===== src/rtl/fifo_uart_pkg.sv =====
// fifo_uart_pkg: shared types and constants for the FIFO_OUT -> UART drain stage.
package fifo_uart_pkg;

   // Explicit encodings keep state values identical to the legacy netlist.
   typedef enum logic [2:0] {
      ST_IDLE   = 3'd0,
      ST_START  = 3'd1,
      ST_DATA   = 3'd2,
      ST_PARITY = 3'd3,
      ST_STOP   = 3'd4
   } tx_state_e;

   localparam int unsigned UART_DATA_BITS = 8;
   localparam int unsigned BYTES_PER_WORD = 4;

   // Even parity bit for one data byte.
   function automatic logic byte_parity(input logic [7:0] b);
      return ^b;
   endfunction

endpackage


===== src/rtl/fifo2_uart_tx_timer.sv =====
// uart_bit_timer: raises tick once every CLKS_PER_BIT enabled cycles.
// load restarts the count at 0; the counter is held at 0 while disabled.
module uart_bit_timer #(
   parameter int unsigned CLKS_PER_BIT = 434
) (
   input  logic clk,
   input  logic rst,
   input  logic load_i,
   input  logic en_i,
   output logic tick_o
);

   localparam logic [15:0] LAST = 16'(CLKS_PER_BIT - 1);

   logic [15:0] cnt_q, cnt_d;

   // Next count: clear on load/disable, wrap at the last cycle of a bit.
   always_comb begin
      cnt_d = cnt_q;
      if (load_i || !en_i) begin
         cnt_d = '0;
      end else if (cnt_q == LAST) begin
         cnt_d = '0;
      end else begin
         cnt_d = cnt_q + 16'd1;
      end
   end

   // Counter register with synchronous active-low reset.
   always_ff @(posedge clk) begin
      if (!rst) begin
         cnt_q <= '0;
      end else begin
         cnt_q <= cnt_d;
      end
   end

   assign tick_o = en_i && (cnt_q == LAST);

endmodule


===== src/rtl/fifo2_uart_tx.sv =====
// fifo2_uart_tx: pops 32-bit words from FIFO_OUT while start is high and
// sends each as four UART bytes, LSB byte first.
// Build option: define FIFO2_UART_PARITY_EN for 8E1 framing (default 8N1).
module fifo2_uart_tx
   import fifo_uart_pkg::*;
#(
   parameter int unsigned CLKS_PER_BIT = 434
) (
   input  logic        clk,
   input  logic        rst,
   input  logic        start,
   input  logic        fifo_empty,
   input  logic [31:0] fifo_rd_data,
   output logic        fifo_rd_en,
   output logic        uart_txd,
   output logic        busy,
   output logic [15:0] words_sent
);

   tx_state_e   state_q, state_d;
   logic [31:0] word_q, word_d;
   logic [1:0]  byte_idx_q, byte_idx_d;
   logic [2:0]  bit_idx_q, bit_idx_d;
   logic        txd_q, txd_d;
   logic [15:0] ws_q, ws_d;
   logic        pop;
   logic        tick;

   // Pop is gated by reset so no word is consumed while the block is held.
   assign pop = rst && (state_q == ST_IDLE) && start && !fifo_empty;

   uart_bit_timer #(
      .CLKS_PER_BIT(CLKS_PER_BIT)
   ) u_timer (
      .clk   (clk),
      .rst   (rst),
      .load_i(pop),
      .en_i  (state_q != ST_IDLE),
      .tick_o(tick)
   );

   // Frame sequencing; the line level is derived from the next state so
   // uart_txd can be registered without adding a cycle of latency.
   always_comb begin
      state_d    = state_q;
      word_d     = word_q;
      byte_idx_d = byte_idx_q;
      bit_idx_d  = bit_idx_q;
      ws_d       = ws_q;
      case (state_q)
         ST_IDLE: begin
            if (pop) begin
               word_d     = fifo_rd_data;
               byte_idx_d = '0;
               state_d    = ST_START;
            end
         end
         ST_START: begin
            if (tick) begin
               bit_idx_d = '0;
               state_d   = ST_DATA;
            end
         end
         ST_DATA: begin
            if (tick) begin
               if (bit_idx_q == 3'(UART_DATA_BITS - 1)) begin
`ifdef FIFO2_UART_PARITY_EN
                  state_d = ST_PARITY;
`else
                  state_d = ST_STOP;
`endif
               end else begin
                  bit_idx_d = bit_idx_q + 3'd1;
               end
            end
         end
`ifdef FIFO2_UART_PARITY_EN
         ST_PARITY: begin
            if (tick) begin
               state_d = ST_STOP;
            end
         end
`endif
         ST_STOP: begin
            if (tick) begin
               if (byte_idx_q == 2'(BYTES_PER_WORD - 1)) begin
                  ws_d    = ws_q + 16'd1;
                  state_d = ST_IDLE;
               end else begin
                  byte_idx_d = byte_idx_q + 2'd1;
                  state_d    = ST_START;
               end
            end
         end
         default: state_d = ST_IDLE;
      endcase

      case (state_d)
         ST_START: txd_d = 1'b0;
         ST_DATA:  txd_d = word_d[{byte_idx_d, bit_idx_d}];
`ifdef FIFO2_UART_PARITY_EN
         ST_PARITY: txd_d = byte_parity(word_d[{byte_idx_d, 3'b000} +: 8]);
`endif
         default:  txd_d = 1'b1;
      endcase
   end

   // State registers; reset abandons any word in flight and idles the line.
   always_ff @(posedge clk) begin
      if (!rst) begin
         state_q    <= ST_IDLE;
         word_q     <= '0;
         byte_idx_q <= '0;
         bit_idx_q  <= '0;
         txd_q      <= 1'b1;
         ws_q       <= '0;
      end else begin
         state_q    <= state_d;
         word_q     <= word_d;
         byte_idx_q <= byte_idx_d;
         bit_idx_q  <= bit_idx_d;
         txd_q      <= txd_d;
         ws_q       <= ws_d;
      end
   end

   assign fifo_rd_en = pop;
   assign uart_txd   = txd_q;
   assign busy       = (state_q != ST_IDLE);
   assign words_sent = ws_q;

endmodule


===== config.mk =====
export PLATFORM = sky130hd
export DESIGN_NAME = fifo2_uart_tx
export DESIGN_NICKNAME = d
export VERILOG_FILES = /design/src/rtl/fifo_uart_pkg.sv /design/src/rtl/fifo2_uart_tx_timer.sv /design/src/rtl/fifo2_uart_tx.sv
export SDC_FILE = /design/constraint.sdc
export NUM_CORES = 1
export LEC_CHECK = 0
export BUFFER_PORTS_ARGS = -buffer_cell sky130_fd_sc_hd__clkbuf_2
export CAP_MARGIN = 20
export CORE_MARGIN = 2
export CORE_UTILIZATION = 57
export CTS_BUF_LIST = sky130_fd_sc_hd__clkbuf_16
export DETAILED_ROUTE_END_ITERATION = 7
export GPL_TIMING_DRIVEN = 1
export MAX_ROUTING_LAYER = met4
export PLACE_DENSITY = 0.91
export RECOVER_POWER = 50
export REMOVE_ABC_BUFFERS = 1
export SLEW_MARGIN = 20
export SYNTH_ARGS = -nofsm -noshare
export SYNTH_HDL_FRONTEND = slang
export SYNTH_SLANG_ARGS = --single-unit

===== constraint.sdc =====
create_clock -name clk -period 3.88 [get_ports clk]
set_input_delay 0.194 -clock clk [delete_from_list [all_inputs] [get_ports clk]]
set_output_delay 0.194 -clock clk [all_outputs]
set_load 0.005 [all_outputs]

==> flow_summary.yaml, run 1 <==
worst_setup_path:
  critical_path_arrival_ns: 3.61
  critical_path_class: "flop to flop"
  crit_required_ns: 4.15
  end_kind: "flop"
  start_kind: "flop"
  cp_max_fo: 9
grt:
  grt_pass1_wl_um: 13000
  grt_overflow_total: 0
  antenna_found_initial: 0
  grt_use_total_pct: 23.4
  grt_pass1_vias: 2899
  grt_max_degree: 58
clock_network:
  ctsHtreeMaxLevel: 3
  cts_root_buf: "clkbuf_16"
  cts-hold-fix-buffers: 0
  cts_setup_buffers: 0
  cts_buffer_depth: 2
  cts_tree: "built"
  clk_pin_slew_worst_paths_ns: 0.05
  clock_sinks: 73
  clock_latency_ns: 0.34
  cts_buffers: 9
  post_cts_resized: 0
timing:
  max_freq_mhz: 299
  setup_violations: 0
  clock_skew_ns: 0.00432
  worst_pin_slew_ns: 0.639
  fin_setup_tns_ns: 0
  rsz0062_at_grt: "no"
  drv_slew: 0
  post-route-period-util_pct: 86.1
  slew_headroom_pct: 57.0
  fin_crit_ns: 3.34
  final_hold_viol_count: 0
finish:
  stdcell_count: 559
  antennaDiodeCount: 0
  drive_gt1_share_pct: 15.4
  multi_input_area_um2: 2050
  nets: 518
  n_fill_cell: 484
  regArea_um2: 1460
  syn_to_final_growth_pct: 15.4
flow_run:
  cap_violations: 0
floorplan:
  dieArea_um2: 7050
  die_h_um: 84.0
  num_rows: 29
  die_w_um: 84.0
  pin_count: 55
  core-area_um2: 6280
  initial_core_util_pct: 58.1
drt:
  post_drt_via_cell_ratio: 5.80
  wl_um: 7870
  drt-wirelength-per-cell_um: 14.1
  dr.first_iter.drc_count: 256
  drc_errors: 0
  dr.pass1.iters: 5
  antenna_left: 0
  vias: 3242
placement:
  gp_congestion: 0.864
  place_inst: 544
  port_buffers: 54
  hpwl_um: 5400
synth:
  synth.yosys.seq_area_share_pct: 40.1
  synth_cells: 431
  synth.ff_latch_count: 73
  async_flop_share_pct: 0
  yosys_warnings: 0
  synth_edf_count: 0
  syn-cell-area_um2: 3650
  ys.flop_type: "dfxtp_1"
  yosysUniqueCellTypes: 58
  avgSynthCellArea_um2: 8.46
power_and_ir_drop:
  vdd_drop_max_uv: 438
  power_density_nw_per_um2: 387
  power.leakage_nw: 1.56
hold_path:
  hp-class: "input pin to flop"
status:
  outcome: "completed"
-- final timing paths --
kind	from	end	slack (ns)	cells after the start
worst max-delay path	u_timer.cnt_q[0]$_SDFF_PP0_	uart_txd$_SDFF_PN1_	0.54	9
worst min-delay path	fifo_rd_data[29]	word_q[29]$_SDFF_PN0_	0.09	3
worst max register to register	u_timer.cnt_q[0]$_SDFF_PP0_	uart_txd$_SDFF_PN1_	0.54	9
worst min register to register	word_q[29]$_SDFF_PN0_	word_q[29]$_SDFF_PN0_	0.47	2
-- sequential cells by signal, indices dropped and copies added, names as in the netlist --
signal,cells
u_timer.cnt_q,16
state_q,3
bit_idx_q,3
uart_txd,1
byte_idx_q,2
words_sent,16
word_q,32
-- cells in the final DEF, fill, tap and decap left out, types with 3 or more instances in the layout --
master     count
a211oi_1       8
o31ai_1        6
a21boi_0      34
or3_1         10
mux2i_1       10
a22oi_1        5
nor2_1        22
and2_1        16
nand2_1       84
and3_1         9
dfxtp_1       73
nor3_1         3
nand3_1       16
inv_1         10
a21oi_1       13
nor2b_1        6
xor2_1        11
nand4_1        7
xnor2_1       12
ha_1           4
clkbuf_1       7
clkbuf_16      9
clkbuf_2      47
o21ai_0       12
-- power breakdown --
group / switching, mW / internal, mW / total (mW)
logic: 0.0434 / 0.0355 / 0.0789
clock network: 0.294 / 0.484 / 0.778
registers: 0.00698 / 0.763 / 0.770
-- worst max-delay path, stage by stage, from the launching register on --
cell	delay (ns)
dfxtp_1	0.39
ha_1	0.19
nor4b_2	0.22
nand4_2	0.27
o21ai_0	0.61
nand2_1	0.38
or3_1	0.42
o31ai_1	0.40
a221oi_1	0.18
a22oi_2	0.20
-- cells in the mapped netlist, types with 2 or more instances --
cell / number / area [um2]
nand3_1: 16 / 80.1
o31ai_1: 6 / 45.0
a21boi_0: 34 / 255
nor2b_1: 6 / 37.5
clkbuf_1: 16 / 60.1
dfxtp_1: 73 / 1460
nand2b_1: 2 / 12.5
nand4_1: 7 / 43.8
mux2i_1: 10 / 100
a211oi_1: 8 / 60.1
nor2_1: 22 / 82.6
ha_1: 4 / 50.1
buf_2: 2 / 10.0
and4_1: 2 / 17.5
nand2_1: 84 / 315
and4bb_1: 2 / 25.0
or4_1: 2 / 15.0
a21oi_1: 13 / 65.1
and2_1: 16 / 100
a22oi_1: 5 / 37.5
xnor2_1: 12 / 105
o21a_1: 2 / 15.0
nor3b_1: 2 / 15.0
nor3_1: 3 / 15.0
xor2_1: 11 / 96.3
o21ai_0: 11 / 55.1
a311oi_1: 2 / 17.5
nor4_1: 2 / 12.5
and3_1: 9 / 56.3
or3_1: 10 / 62.6
inv_1: 9 / 33.8
o21ai_1: 2 / 10.0
-- through the flow --
step,area (um2),util (%),hold WS [ns],power (mW),setup WS [ns]
global route,4210,67.0,0.0919,1.69,0.336
floorplan,3550,-,0.316,0.824,0.848
global placement,3940,62.8,0.427,0.861,1.04
finish,4210,67.0,0.0882,1.63,0.538
detailed placement,3940,62.8,0.440,0.864,0.917
CTS,4220,67.2,0.0875,1.64,0.842
-- layout make-up --
type / count / share of cell area, %
clock buffer: 9 / 5.35
clock inverter: 6 / 1.22
inverter: 10 / 1.01
multi-input combinational: 327 / 48.7
sequential: 73 / 34.7
tap: 77 / 2.29
timing repair buffer: 57 / 6.66
-- layer usage --
metal  global-route usage [%]  up-vias  share of wire, %  routed length (um)
li1                         -     1598                 -                   -
met1                     27.0     1530                43                3400
met2                     39.1      100                49                3820
met3                     6.63       14               6.4                 501
met4                     8.21        0               1.9                 148
met5                        -        -                 0                   0
-- logic make-up (layout without fill, tap and decap cells) --
kind of cell	count (synthesis)	in the layout	synth area share, %
buffers and inverters	31	82	3.71
AOI/OAI and AO/OA	94	94	18.9
adders and majority gates	4	4	1.37
and+or+nand+nor	195	195	27.4
xor gates and xnor gates	23	23	5.52
DFF	73	73	40.1
muxes	11	11	3.05
Power figures use the tool's default switching activity.
==> run 2, diff against run 1 <==
--- a/constraint.sdc
+++ b/constraint.sdc
@@ -3,2 +3,2 @@
 set_output_delay 0.194 -clock clk [all_outputs]
-set_load 0.005 [all_outputs]
+set_load 0.05 [all_outputs]
==> flow_summary.yaml, run 2 (synthesis gave the netlist of run 1 again) <==
clock_network:
  cts_buffers: 9
  cts_tree: "built"
  cts_root_buf: "clkbuf_16"
  clk_pin_slew_worst_paths_ns: 0.05
  clock_latency_ns: 0.34
  ctsHtreeMaxLevel: 3
  cts-hold-fix-buffers: 0
  cts_buffer_depth: 2
  cts_setup_buffers: 0
  clock_sinks: 73
  post_cts_resized: 0
drt:
  wl_um: 7880
  antenna_left: 0
  post_drt_via_cell_ratio: 5.80
  dr.pass1.iters: 5
  drt-wirelength-per-cell_um: 14.1
  drc_errors: 0
  vias: 3241
  dr.first_iter.drc_count: 259
timing:
  max_freq_mhz: 298
  post-route-period-util_pct: 86.4
  setup_violations: 0
  rsz0062_at_grt: "no"
  final_hold_viol_count: 0
  clock_skew_ns: 0.00379
  fin_setup_tns_ns: 0
  worst_pin_slew_ns: 0.639
  slew_headroom_pct: 57.0
  drv_slew: 0
  fin_crit_ns: 3.35
placement:
  port_buffers: 54
  gp_congestion: 0.864
  hpwl_um: 5400
flow_run:
  cap_violations: 0
power_and_ir_drop:
  power.leakage_nw: 1.53
  power_density_nw_per_um2: 389
  power_mw: 1.63
  vdd_drop_max_uv: 438
worst_setup_path:
  end_kind: "flop"
  slowest_stage: "o21ai_0"
  r2r_end: "uart_txd$_SDFF_PN1_"
  start_kind: "flop"
  crit_buf_inv: 0
  critical_path_class: "flop to flop"
  reg2reg_depth: 9
  reg2reg_from: "u_timer.cnt_q[0]$_SDFF_PP0_"
  crit_required_ns: 4.15
  path_cells: "ha_1 -> nor4b_2 -> nand4_2 -> o21ai_0 -> nand2_1 -> or3_1 -> o31ai_1 -> a221oi_1 -> a22oi_2"
  ff2ff_setup_slack_ns: 0.53
  slowest_delay_ns: 0.61
  cp_top_family: "compound AO/OA/AOI/OAI gates"
  cp_max_fo: 9
  critical_path_arrival_ns: 3.62
grt:
  grt_pass1_wl_um: 13000
  antenna_found_initial: 0
  grt_max_degree: 58
  grt_use_total_pct: 23.4
  grt_pass1_vias: 2899
  grt_overflow_total: 0
status:
  outcome: "completed"
finish:
  largest_reg_flops: 32
  final_common_cell: "nand2_1"
  final_cell_mix: "nand2_1 (84), dfxtp_1 (73), clkbuf_2 (36)"
  antennaDiodeCount: 0
  drive_gt1_share_pct: 13.1
  syn_to_final_growth_pct: 15.0
  n_fill_cell: 494
  regMostFlops: "word_q"
  nets: 518
floorplan:
  pin_count: 55
  dieArea_um2: 7050
  num_rows: 29
  die_w_um: 84.0
  initial_core_util_pct: 58.1
  core-area_um2: 6280
  die_h_um: 84.0
hold_path:
  min_to: "word_q[29]$_SDFF_PN0_"
  hold_depth: 3
  min_from: "fifo_rd_data[29]"
  hp-class: "input pin to flop"
run 2: cell types whose count changed in the layout (fill, tap and decap cells not counted):
cell      change
clkbuf_1     +12
buf_1         -1
clkbuf_2     -11
run 2: per-stage QoR:
stage | instances | area, um2 | util (%) | hold WS [ns] | worst slack, ns
after floorplan | 410 | 3550 | - | 0.316 | 0.517
after global placement | 544 | 3940 | 62.8 | 0.427 | 1.04
after detailed placement | 544 | 3940 | 62.8 | 0.440 | 0.917
after CTS | 559 | 4220 | 67.2 | 0.0875 | 0.842
after global routing | 559 | 4190 | 66.8 | 0.0919 | 0.336
final | 559 | 4190 | 66.8 | 0.0881 | 0.527
run 2: tightest hold or removal path: cells and delay by family:
| kind | cells | cell delay [ns] |
|---|---|---|
| compound gates | 1 | 0.06 |
| buf+inv | 1 | 0.08 |
| simple gates | 1 | 0.04 |
run 2: routing by layer:
layer | track usage (%) | part of all wire (%)
met4 | 8.21 | 1.9
met1 | 27.0 | 43
met2 | 39.1 | 48
met3 | 6.63 | 6.8
met5 | - | 0
run 2: cell type report:
type | instances | area [um2] | share of cell area [%]
Timing Repair Buffer | 57 | 267 | 6.36
Tap cell | 77 | 96.3 | 2.30
Clock buffer | 9 | 225 | 5.37
Sequential cell | 73 | 1460 | 34.9
Clock inverter | 6 | 51.3 | 1.22
Inverter | 10 | 42.5 | 1.01
Multi-Input combinational cell | 327 | 2050 | 48.9
run 2: worst max path at each step:
stage,endpoint,depth (start not counted),from,slack [ns]
floorplan,uart_txd$_SDFF_PN1_,9,state_q[0]$_SDFF_PN0_,0.52
global placement,uart_txd$_SDFF_PN1_,9,u_timer.cnt_q[0]$_SDFF_PP0_,1.04
detailed placement,uart_txd$_SDFF_PN1_,9,u_timer.cnt_q[0]$_SDFF_PP0_,0.92
CTS,uart_txd$_SDFF_PN1_,9,u_timer.cnt_q[0]$_SDFF_PP0_,0.84
global route,uart_txd$_SDFF_PN1_,9,u_timer.cnt_q[0]$_SDFF_PP0_,0.34
finish,uart_txd$_SDFF_PN1_,9,u_timer.cnt_q[0]$_SDFF_PP0_,0.53
run 2: report_power, final:
group          total, mW  switching (mW)  internal (mW)  leakage [nW]
Sequential         0.770         0.00694          0.763         0.590
Combinational     0.0842          0.0488         0.0355         0.795
Clock              0.778           0.294          0.484         0.141
Total               1.63           0.350           1.28          1.53
==> run 3, diff against run 2 <==
MAX_ROUTING_LAYER = default   (was met4)
==> flow_summary.yaml, run 3 (synthesis gave the netlist of run 1 again) <==
power_and_ir_drop:
  vdd_drop_max_uv: 440
  power_mw: 1.63
  power.leakage_nw: 1.53
  power_density_nw_per_um2: 388
clock_network:
  clock_sinks: 73
  cts_buffer_depth: 2
  cts_buffers: 9
  clk_pin_slew_worst_paths_ns: 0.05
  cts_root_buf: "clkbuf_16"
  ctsHtreeMaxLevel: 3
  cts_setup_buffers: 0
  post_cts_resized: 0
  clock_latency_ns: 0.33
  cts_tree: "built"
  cts-hold-fix-buffers: 0
drt:
  dr.first_iter.drc_count: 246
  vias: 3221
  drt-wirelength-per-cell_um: 14.0
  wl_um: 7820
  dr.pass1.iters: 5
  drc_errors: 0
  post_drt_via_cell_ratio: 5.76
  antenna_left: 0
floorplan:
  initial_core_util_pct: 58.1
  num_rows: 29
  die_h_um: 84.0
  pin_count: 55
  die_w_um: 84.0
  dieArea_um2: 7050
  core-area_um2: 6280
timing:
  fin_setup_tns_ns: 0
  rsz0062_at_grt: "no"
  setup_violations: 0
  final_hold_viol_count: 0
  slew_headroom_pct: 54.1
  drv_slew: 0
  post-route-period-util_pct: 87.2
  clock_skew_ns: 0.00501
  fin_crit_ns: 3.38
  max_freq_mhz: 295
  worst_pin_slew_ns: 0.681
finish:
  final_cell_mix: "nand2_1 (84), dfxtp_1 (73), clkbuf_2 (36)"
  largest_reg_flops: 32
  regMostFlops: "word_q"
  multi_input_area_um2: 2050
  drive_gt1_share_pct: 13.1
  nets: 518
  regArea_um2: 1460
  antennaDiodeCount: 0
  syn_to_final_growth_pct: 15.0
  final_common_cell: "nand2_1"
  n_fill_cell: 494
hold_path:
  hold_depth: 3
  min_to: "word_q[29]$_SDFF_PN0_"
  hp-class: "input pin to flop"
  min_from: "fifo_rd_data[29]"
flow_run:
  cap_violations: 0
worst_setup_path:
  reg2reg_from: "u_timer.cnt_q[0]$_SDFF_PP0_"
  path_cells: "ha_1 -> nor4b_2 -> nand4_2 -> o21ai_0 -> nand2_1 -> or3_1 -> o31ai_1 -> a221oi_1 -> a22oi_2"
  critical_path_class: "flop to flop"
  ff2ff_setup_slack_ns: 0.50
  r2r_end: "uart_txd$_SDFF_PN1_"
  slowest_stage: "o21ai_0"
  slowest_delay_ns: 0.64
  cp_max_fo: 9
  crit_required_ns: 4.14
  end_kind: "flop"
  cp_top_family: "compound AO/OA/AOI/OAI gates"
  reg2reg_depth: 9
  critical_path_arrival_ns: 3.64
  crit_buf_inv: 0
  start_kind: "flop"
grt:
  grt_use_total_pct: 22.8
  antenna_found_initial: 0
  grt_overflow_total: 0
  grt_pass1_wl_um: 13000
  grt_max_degree: 58
  grt_pass1_vias: 2899
placement:
  gp_congestion: 0.850
  port_buffers: 54
  hpwl_um: 5400
status:
  outcome: "completed"
run 3: worst max-delay path by stage:
stage / from / cells after the start / endpoint
3_3_place_gp: u_timer.cnt_q[0]$_SDFF_PP0_ / 9 / uart_txd$_SDFF_PN1_
5_1_grt: u_timer.cnt_q[0]$_SDFF_PP0_ / 9 / uart_txd$_SDFF_PN1_
2_1_floorplan: state_q[0]$_SDFF_PN0_ / 9 / uart_txd$_SDFF_PN1_
3_5_place_dp: u_timer.cnt_q[0]$_SDFF_PP0_ / 9 / uart_txd$_SDFF_PN1_
4_1_cts: u_timer.cnt_q[0]$_SDFF_PP0_ / 9 / uart_txd$_SDFF_PN1_
6_report: u_timer.cnt_q[0]$_SDFF_PP0_ / 9 / uart_txd$_SDFF_PN1_
run 3: report_power, final:
group | internal (mW) | total, mW | switching [mW] | leakage (nW)
registers | 0.763 | 0.769 | 0.00688 | 0.590
clock network | 0.484 | 0.775 | 0.291 | 0.141
logic | 0.0355 | 0.0842 | 0.0487 | 0.795
total | 1.28 | 1.63 | 0.347 | 1.53
run 3: final cells by class:
cell class              instances  share of cell area (%)
multi-input cells             327                    48.9
flip-flops and latches         73                    34.9
repair buffers                 57                    6.36
clock buffers                   9                    5.37
well taps                      77                    2.30
clock inverters                 6                    1.22
inverters                      10                    1.01
run 3: tightest hold or removal path, stage by stage:
cell,delay (ns)
clkbuf_2,0.08
nand2_1,0.04
a21boi_0,0.06
run 3: layer usage:
layer | GRT usage [%] | routed length (um) | up-vias
met5 | 0 | 0 | -
met4 | 8.21 | 140 | 0
met3 | 6.73 | 476 | 15
met2 | 39.2 | 3870 | 85
met1 | 26.9 | 3340 | 1523
li1 | - | - | 1598
run 3: per-stage QoR:
step | utilization (%) | cell area [um2] | worst slack, ns | std cells | hold WS [ns]
after global routing | 66.8 | 4190 | 0.336 | 559 | 0.0919
final | 66.8 | 4190 | 0.496 | 559 | 0.0928
after floorplan | - | 3550 | 0.517 | 410 | 0.316
after CTS | 67.2 | 4220 | 0.842 | 559 | 0.0875
after detailed placement | 62.8 | 3940 | 0.917 | 544 | 0.440
after global placement | 62.8 | 3940 | 1.04 | 544 | 0.427
